===== src/rtl/ack_nak_gen.sv =====
// Data-link receive-side ACK/NAK DLLP scheduler: tracks next_rcv_seq, classifies
// received TLPs and requests ACK/NAK DLLPs. Define ACK_COALESCE_EN for timer-based ACK coalescing.
module ack_nak_gen #(
  parameter int unsigned ACK_LAT = 64
) (
  input  logic        clk,
  input  logic        reset,
  input  logic        tlp_valid,
  input  logic [11:0] tlp_seq,
  input  logic        lcrc_ok,
  input  logic        busy_n,
  output logic [1:0]  ack_nack,
  output logic [11:0] dllp_seq,
  output logic        tlp_accept,
  output logic        nak_sched
);

  localparam int unsigned SEQ_W   = 12;
  localparam int unsigned TIMER_W = 10;
  localparam int unsigned DUP_WIN = 2048;

  if (ACK_LAT < 2 || ACK_LAT > 1023) begin : g_bad_ack_lat
    $error("ack_nak_gen: ACK_LAT out of range 2..1023");
  end

  // Encoding doubles as the ack_nack request code
  typedef enum logic [1:0] {
    IDLE    = 2'b00,
    ACK_REQ = 2'b01,
    NAK_REQ = 2'b10
  } state_t;

  state_t             state, state_next;
  logic [SEQ_W-1:0]   next_rcv_seq;
  logic [SEQ_W-1:0]   seq_diff;
  logic               nak_pending;
  logic               ack_force;

  logic good_c, dup_c, bad_c, nak_event_c;
  logic xfer_c, ack_xfer_c, nak_xfer_c;
  logic ack_due_c, force_set_c;

  // Classify the incoming TLP against the expected sequence number (mod 4096)
  assign seq_diff    = next_rcv_seq - tlp_seq;
  assign good_c      = tlp_valid && lcrc_ok && (seq_diff == '0);
  assign dup_c       = tlp_valid && lcrc_ok && (seq_diff != '0) && (seq_diff <= SEQ_W'(DUP_WIN));
  assign bad_c       = tlp_valid && !good_c && !dup_c;
  assign nak_event_c = bad_c && !nak_sched;

  assign xfer_c     = (state != IDLE) && busy_n;
  assign ack_xfer_c = xfer_c && (state == ACK_REQ);
  assign nak_xfer_c = xfer_c && (state == NAK_REQ);

`ifdef ACK_COALESCE_EN
  logic               ack_pending;
  logic [TIMER_W-1:0] ack_timer;
  logic               timer_exp_c;

  assign timer_exp_c = ack_pending && (ack_timer == TIMER_W'(ACK_LAT - 1));
  assign ack_due_c   = ack_force || timer_exp_c;
  assign force_set_c = dup_c;

  // Coalescing timer runs only while an ACK is owed and nothing is being requested
  always_ff @(posedge clk) begin
    if (reset) begin
      ack_pending <= 1'b0;
      ack_timer   <= '0;
    end else begin
      if (ack_xfer_c)
        ack_timer <= '0;
      else if (state == IDLE && ack_pending && !timer_exp_c)
        ack_timer <= ack_timer + TIMER_W'(1);

      if (good_c)
        ack_pending <= 1'b1;
      else if (ack_xfer_c)
        ack_pending <= 1'b0;
    end
  end
`else
  assign ack_due_c   = ack_force;
  assign force_set_c = dup_c || good_c;
`endif

  always_ff @(posedge clk) begin
    if (reset) state <= IDLE;
    else       state <= state_next;
  end

  // NAK outranks ACK when leaving IDLE; requests hold until busy_n allows transfer
  always_comb begin
    state_next = state;
    case (state)
      IDLE: begin
        if (nak_pending)    state_next = NAK_REQ;
        else if (ack_due_c) state_next = ACK_REQ;
      end
      ACK_REQ, NAK_REQ: begin
        if (busy_n) state_next = IDLE;
      end
      default: state_next = IDLE;
    endcase
  end

  always_ff @(posedge clk) begin
    if (reset) begin
      next_rcv_seq <= '0;
      dllp_seq     <= '0;
      tlp_accept   <= 1'b0;
      nak_sched    <= 1'b0;
      nak_pending  <= 1'b0;
      ack_force    <= 1'b0;
    end else begin
      tlp_accept <= good_c;
      if (good_c) next_rcv_seq <= next_rcv_seq + SEQ_W'(1);

      if (good_c)           nak_sched <= 1'b0;
      else if (nak_event_c) nak_sched <= 1'b1;

      if (nak_event_c)     nak_pending <= 1'b1;
      else if (nak_xfer_c) nak_pending <= 1'b0;

      // A new reason to ACK in the transfer cycle must survive the clear
      if (force_set_c)     ack_force <= 1'b1;
      else if (ack_xfer_c) ack_force <= 1'b0;

      if (state == IDLE && state_next != IDLE)
        dllp_seq <= next_rcv_seq - SEQ_W'(1);
    end
  end

  assign ack_nack = 2'(state);

endmodule


===== config.mk =====
export PLATFORM = sky130hd
export DESIGN_NAME = ack_nak_gen
export DESIGN_NICKNAME = d
export VERILOG_FILES = /design/src/rtl/ack_nak_gen.sv
export SDC_FILE = /design/constraint.sdc
export NUM_CORES = 1
export LEC_CHECK = 0
export ABC_AREA = 1
export CAP_MARGIN = 10
export CORE_UTILIZATION = 55
export DETAILED_ROUTE_END_ITERATION = 10
export PLACE_DENSITY = 0.85
export SETUP_SLACK_MARGIN = 0.05
export SLEW_MARGIN = 25
export SYNTH_ARGS = -nofsm -noshare
export SYNTH_HDL_FRONTEND = slang
export SYNTH_SLANG_ARGS = --single-unit

===== constraint.sdc =====
create_clock -name clk -period 2.6 [get_ports clk]
set_input_delay 0.26 -clock clk [delete_from_list [all_inputs] [get_ports clk]]
set_output_delay 0.26 -clock clk [all_outputs]
set_load 0.005 [all_outputs]

# Word-level counts from Yosys, hierarchy flattened
# Index checks and enable logic that the tools add are counted.
[op_classes]
add_sub_neg = 3
mux = 8
magnitude_cmp = 1
reduce_logical = 24
eq_ne = 2
[ops]
columns = ["operator", "count"]
rows = [
  ["12-bit by 1-bit adder with 12-bit output, second input constant", 1],
  ["12-bit less-or-equal comparator, second input constant", 1],
  ["12-bit logical NOT", 1],
  ["12-bit nonzero test", 1],
  ["12-bit by 1-bit subtractor with 12-bit output, second input constant", 1],
  ["12-bit subtractor", 1],
  ["1-bit logical AND", 11],
  ["2-bit nonzero test", 4],
  ["2-bit two-way mux", 3],
  ["1-bit two-way mux", 4],
  ["2-bit one-hot mux with 2 select lines", 1],
  ["2-bit OR reduction", 2],
  ["1-bit logical NOT", 3],
  ["2-bit by 1-bit == test with 1-bit output, second input constant", 1],
  ["2-bit == test, second input constant", 1],
  ["2-bit logical NOT", 1],
  ["1-bit logical OR", 1],
]
[totals]
register_bits = 30
out_inout_bits = 16
in_bits = 17

# Logic depth before layout (Yosys ltp)
[logic_depth]
ltp_word = 8
depth_mapped = 19
depth_no_buf = 19

# Worst setup path after synthesis
# Ideal clock, no wire load.
[synth_timing]
path_kind = "register -> register"
startpoint = "register next_rcv_seq[0]"
endpoint = "register next_rcv_seq[7]"
path_slack_ps = 655
setup_ps = 132
path_stages_with_launch = 17
t_arrival_ps = 1812
period_less_slack_ps = 1945
cell_sequence = "dfxtp_1 > inv_1 > ha_1 > inv_1 > nand2_1 > nand2_1 > nand2_1 > nand2_1 > nand2_1 > nand3_1 > nand2_1 > nor2_1 > nor2b_4 > nand3_1 > buf_2 > nand2_1 > a21oi_1"
[synth_via]
elab_chain_len = 3
word_cells_on_any_way = 4
cone_classes = "add/sub: 2; reduce/logical: 2"
[synth_lines]
columns = ["element", "line", "rtl"]
rows = [
  ["start: declaration", "34", "logic [SEQ_W-1:0] next_rcv_seq;"],
  ["start signal: assignment", "115", "if (good_c) next_rcv_seq <= next_rcv_seq + SEQ_W'(1);"],
  ["12-bit subtractor", "44", "assign seq_diff = next_rcv_seq - tlp_seq;"],
  ["12-bit logical NOT", "45", "assign good_c = tlp_valid && lcrc_ok && (seq_diff == '0);"],
  ["1-bit logical AND", "45", ""],
]
# Parallel ways exist; a longest one is shown, timed or not.
# A chain may end at the register's enable or synchronous reset.

# Final worst setup path
[layout_timing]
startpoint = "input tlp_seq[1]"
endpoint = "register next_rcv_seq[0]"
[layout_via]
elab_chain_len = 3
[layout_lines]
columns = ["element", "line", "rtl"]
rows = [
  ["start: declaration", "9", "input logic [11:0] tlp_seq,"],
  ["12-bit subtractor", "44", ""],
  ["12-bit logical NOT", "45", ""],
  ["1-bit logical AND", "45", ""],
]
# Every way passes these cells.

==> load_flow_metrics.sql <==
INSERT INTO impl_metrics (metric_group, metric, value, unit) VALUES
('timing', 'worst_slew_pin_slew', '0.5508', 'ns'),
('run_status', 'outcome', 'completed', ''),
('critical_path', 'r2r_end', 'next_rcv_seq[0]$_SDFFE_PP0P_', ''),
('cts', 'clkTransAtPathRegs', '0.06', 'ns'),
('timing', 'maxClockFrequency', '0.4291', 'GHz'),
('global_route', 'grt_pass1_wl', '8942', 'um'),
('drt', 'routedWlPerCell', '11.80', 'um'),
('min_path', 'whs_path_depth', '2', ''),
('global_route', 'grt_remaining_overflow', '0', ''),
('placed_design', 'gp_congestion', '0.9529', ''),
('power', 'power-per-cell-area', '406.3', 'nW/um2'),
('yosys', 'netlist.top_cell.by_area', 'dfxtp_1', ''),
('yosys', 'cell_area_after_synthesis', '2316', 'um2'),
('yosys', 'syn_area_per_cell', '6.243', 'um2'),
('cts', 'clock_sinks', '30', ''),
('timing', 'clock-skew-final', '0.003644', 'ns'),
('placed_design', 'dpl.cell_count', '446', ''),
('drt', 'post_drt_via_cell_ratio', '5.322', ''),
('critical_path', 'worst_path_most_repeated_cell', 'nand2_1', ''),
('floorplanning', 'dieHeight', '66.89', 'um'),
('yosys', 'syn_inst', '371', ''),
('flow_run', 'maximum_capacitance_violations', '0', ''),
('cts', 'cts_tree', 'built', ''),
('critical_path', 'timing.critical_path.from_type', 'input pin', ''),
('critical_path', 'path_max_fanout', '4', ''),
('timing', 'setup_viol', '0', ''),
('yosys', 'synth.ff_latch_count', '30', ''),
('floorplanning', 'design.die.area', '4474', 'um2'),
('timing', 'period_needed', '2.330', 'ns'),
('final_layout', 'num-nets-final', '437', ''),
('floorplanning', 'initial_core_util', '0.5748', ''),
('final_layout', 'final_layout_size_suffix_gt1_frac', '0.04963', ''),
('yosys', 'yosysUniqueCellTypes', '24', ''),
('yosys', 'synth_compound_area_frac', '0.1297', ''),
('yosys', 'synthTopCellsByArea', 'dfxtp_1 26%, nand2_1 15%, inv_1 9.2%, ha_1 9.2%, nand3_1 5.6%', ''),
('placed_design', 'dp_hpwl', '4157', 'um'),
('yosys', 'synth_top_family_by_area', 'simple AND/OR/NAND/NOR gates', ''),
('cts', 'postCtsResizedCells', '0', ''),
('yosys', 'multiplexer_area_fraction_after_synthesis', '0', ''),
('yosys', 'ys.warnings.count', '0', ''),
('critical_path', 'crit_required', '2.83', 'ns'),
('drt', 'length_of_the_first_detailed_routing_pass_in_iterations', '6', ''),
('critical_path', 'critPathArrivalTime', '2.56', 'ns'),
('global_route', 'grt_start_max_net_pins', '25', ''),
('power', 'ir_drop', '0.3522', 'mV'),
('yosys', 'synth_fp_nets', '405', ''),
('critical_path', 'path_cells', 'clkdlybuf4s50_1 > inv_1 > ha_1 > nand2_1 > nand2_1 > nand2_1 > nand2_1 > nand2_1 > nand2_1 > nand2_1 > nand2_1 > nor2_1 > nand2_1 > nor3_1 > nand2_1 > nor2_1 > nand2_1 > nand2_1', ''),
('cts', 'holdBufCountCts', '0', ''),
('placed_design', 'buffer_ports.inserted', '32', ''),
('timing', 'grt_setup_unrepaired', 'no', ''),
('drt', 'drc', '0', ''),
('drt', 'detail_route.wirelength', '5344', 'um'),
('timing', 'fin_tns_setup', '0', 'ns'),
('global_route', 'antenna_found_initial', '0', ''),
('drt', 'route.vias.total', '2411', ''),
('cts', 'htree_levels', '2', ''),
('floorplanning', 'die-width', '66.89', 'um'),
('drt', 'postRouteAntennaNets', '0', ''),
('critical_path', 'crit-reg2reg-launch', 'next_rcv_seq[7]$_SDFFE_PP0P_', ''),
('cts', 'cts.root.buffer_cell', 'clkbuf_8', ''),
('yosys', 'yosysTopAreaCellShare', '0.2593', ''),
('cts', 'cts_inserted_buffers', '5', ''),
('critical_path', 'worst_setup_path_end_kind', 'flip-flop', ''),
('yosys', 'simple_gate_share_of_the_synthesized_area', '0.3522', ''),
('min_path', 'hold_path_end', 'nak_pending$_SDFFE_PP0P_', ''),
('timing', 'final_layout_worst_hold_slack', '0.4932', 'ns'),
('floorplanning', 'placeableCoreArea', '4029', 'um2'),
('critical_path', 'cpMaxStageDelayCell', 'clkdlybuf4s50_1', ''),
('yosys', 'adder_and_majority_cell_fraction_of_the_synthesized_area', '0.09184', ''),
('yosys', 'seq_area_frac_synth', '0.2593', ''),
('floorplanning', 'count_of_standard_cell_rows', '23', '');
cell usage after synthesis:
cell and n:
nand2_1 95, inv_1 57, nor2_1 31, dfxtp_1 30, nand3_1 26, a21oi_1 21, o21ai_0 21, ha_1 17
nand4_1 17, xor2_1 11, a31oi_1 8, clkbuf_1 8, nor3_1 7, nand2_2 5, nor4_1 3, a21oi_2 2
buf_2 2, buf_4 2, o21bai_1 2, xnor2_1 2, inv_2 1, nand3b_1 1, nor2b_4 1, o211ai_1 1
cell type report:
type	count	area, um2	area share
multi-input cells	271	1443	0.5229
well taps	50	62.56	0.02268
inverters	58	217.7	0.07891
clock buffers	7	76.32	0.02766
flip-flops and latches	30	601.8	0.2181
repair buffers	37	357.8	0.1297
critical path: cells and delay by family:
| family | cells | cell delay [ns] |
|---|---|---|
| buf+inv | 2 | 0.49 |
| fa+ha+maj | 1 | 0.33 |
| simple gates | 15 | 1.48 |
metrics by stage:
| step | utilization | total power, mW | area [um2] | worst slack [ns] |
|---|---|---|---|---|
| 3_5_place_dp | 0.6655 | 0.7872 | 2681 | 0.01315 |
| 2_1_floorplan | - | 0.6646 | 2316 | 0.6555 |
| 4_1_cts | 0.6845 | 1.130 | 2758 | 0.3058 |
| 3_3_place_gp | 0.6655 | 0.7828 | 2681 | 0.07326 |
| 6_report | 0.6848 | 1.121 | 2759 | 0.2696 |
| 5_1_grt | 0.6848 | 1.187 | 2759 | 0.07686 |
power breakdown:
group          internal, mW  leakage, nW  switching (mW)
clock network         0.184       0.0383           0.160
registers             0.501        0.246          0.0217
logic                 0.132         1.04           0.123
worst max-delay path by stage:
stage,to,start,cells past startpoint,slack (ns)
4_1_cts,next_rcv_seq[11]$_SDFFE_PP0P_,tlp_seq[1],17,0.31
5_1_grt,next_rcv_seq[1]$_SDFFE_PP0P_,tlp_seq[1],18,0.08
3_3_place_gp,next_rcv_seq[0]$_SDFFE_PP0P_,tlp_seq[1],18,0.07
6_report,next_rcv_seq[0]$_SDFFE_PP0P_,tlp_seq[1],18,0.27
3_5_place_dp,next_rcv_seq[11]$_SDFFE_PP0P_,tlp_seq[1],17,0.01
2_1_floorplan,next_rcv_seq[7]$_SDFFE_PP0P_,next_rcv_seq[0]$_SDFFE_PP0P_,16,0.66
state kept, by name (all words and copies together) (netlist names):
register      cells
nak_pending       1
ack_nack          2
next_rcv_seq     12
dllp_seq         12
tlp_accept        1
ack_due_c         1
nak_sched         1
cell usage in the layout, fill, tap and decap left out, drive strengths merged, types with 2 or more instances in the layout:
master         count
nand2            100
nand3             26
clkdlybuf4s50     32
dfxtp             30
buf                5
inv               58
a31oi              8
nor2              31
clkbuf             7
nor3               7
xnor2              2
nand4             17
xor2              11
nor4               3
o21ai             21
a21oi             23
ha                17
o21bai             2
per-layer routing:
metal / vias to the layer above / track usage / share of wire
met5: - / 0 / 0
met4: 0 / 0.07979 / 0.013
met3: 10 / 0.04623 / 0.047
met2: 56 / 0.4381 / 0.46
met1: 1079 / 0.3436 / 0.48
li1: 1266 / - / -
kinds of logic (layout without fill, tap and decap cells):
kind of cell	Yosys count	after routing
and+or+nand+nor	186	186
buffers and inverters	70	102
AOI/OAI and AO/OA	55	55
DFF	30	30
adders and majority gates	17	17
xor gates and xnor gates	13	13
Power figures use the tool's default switching activity.
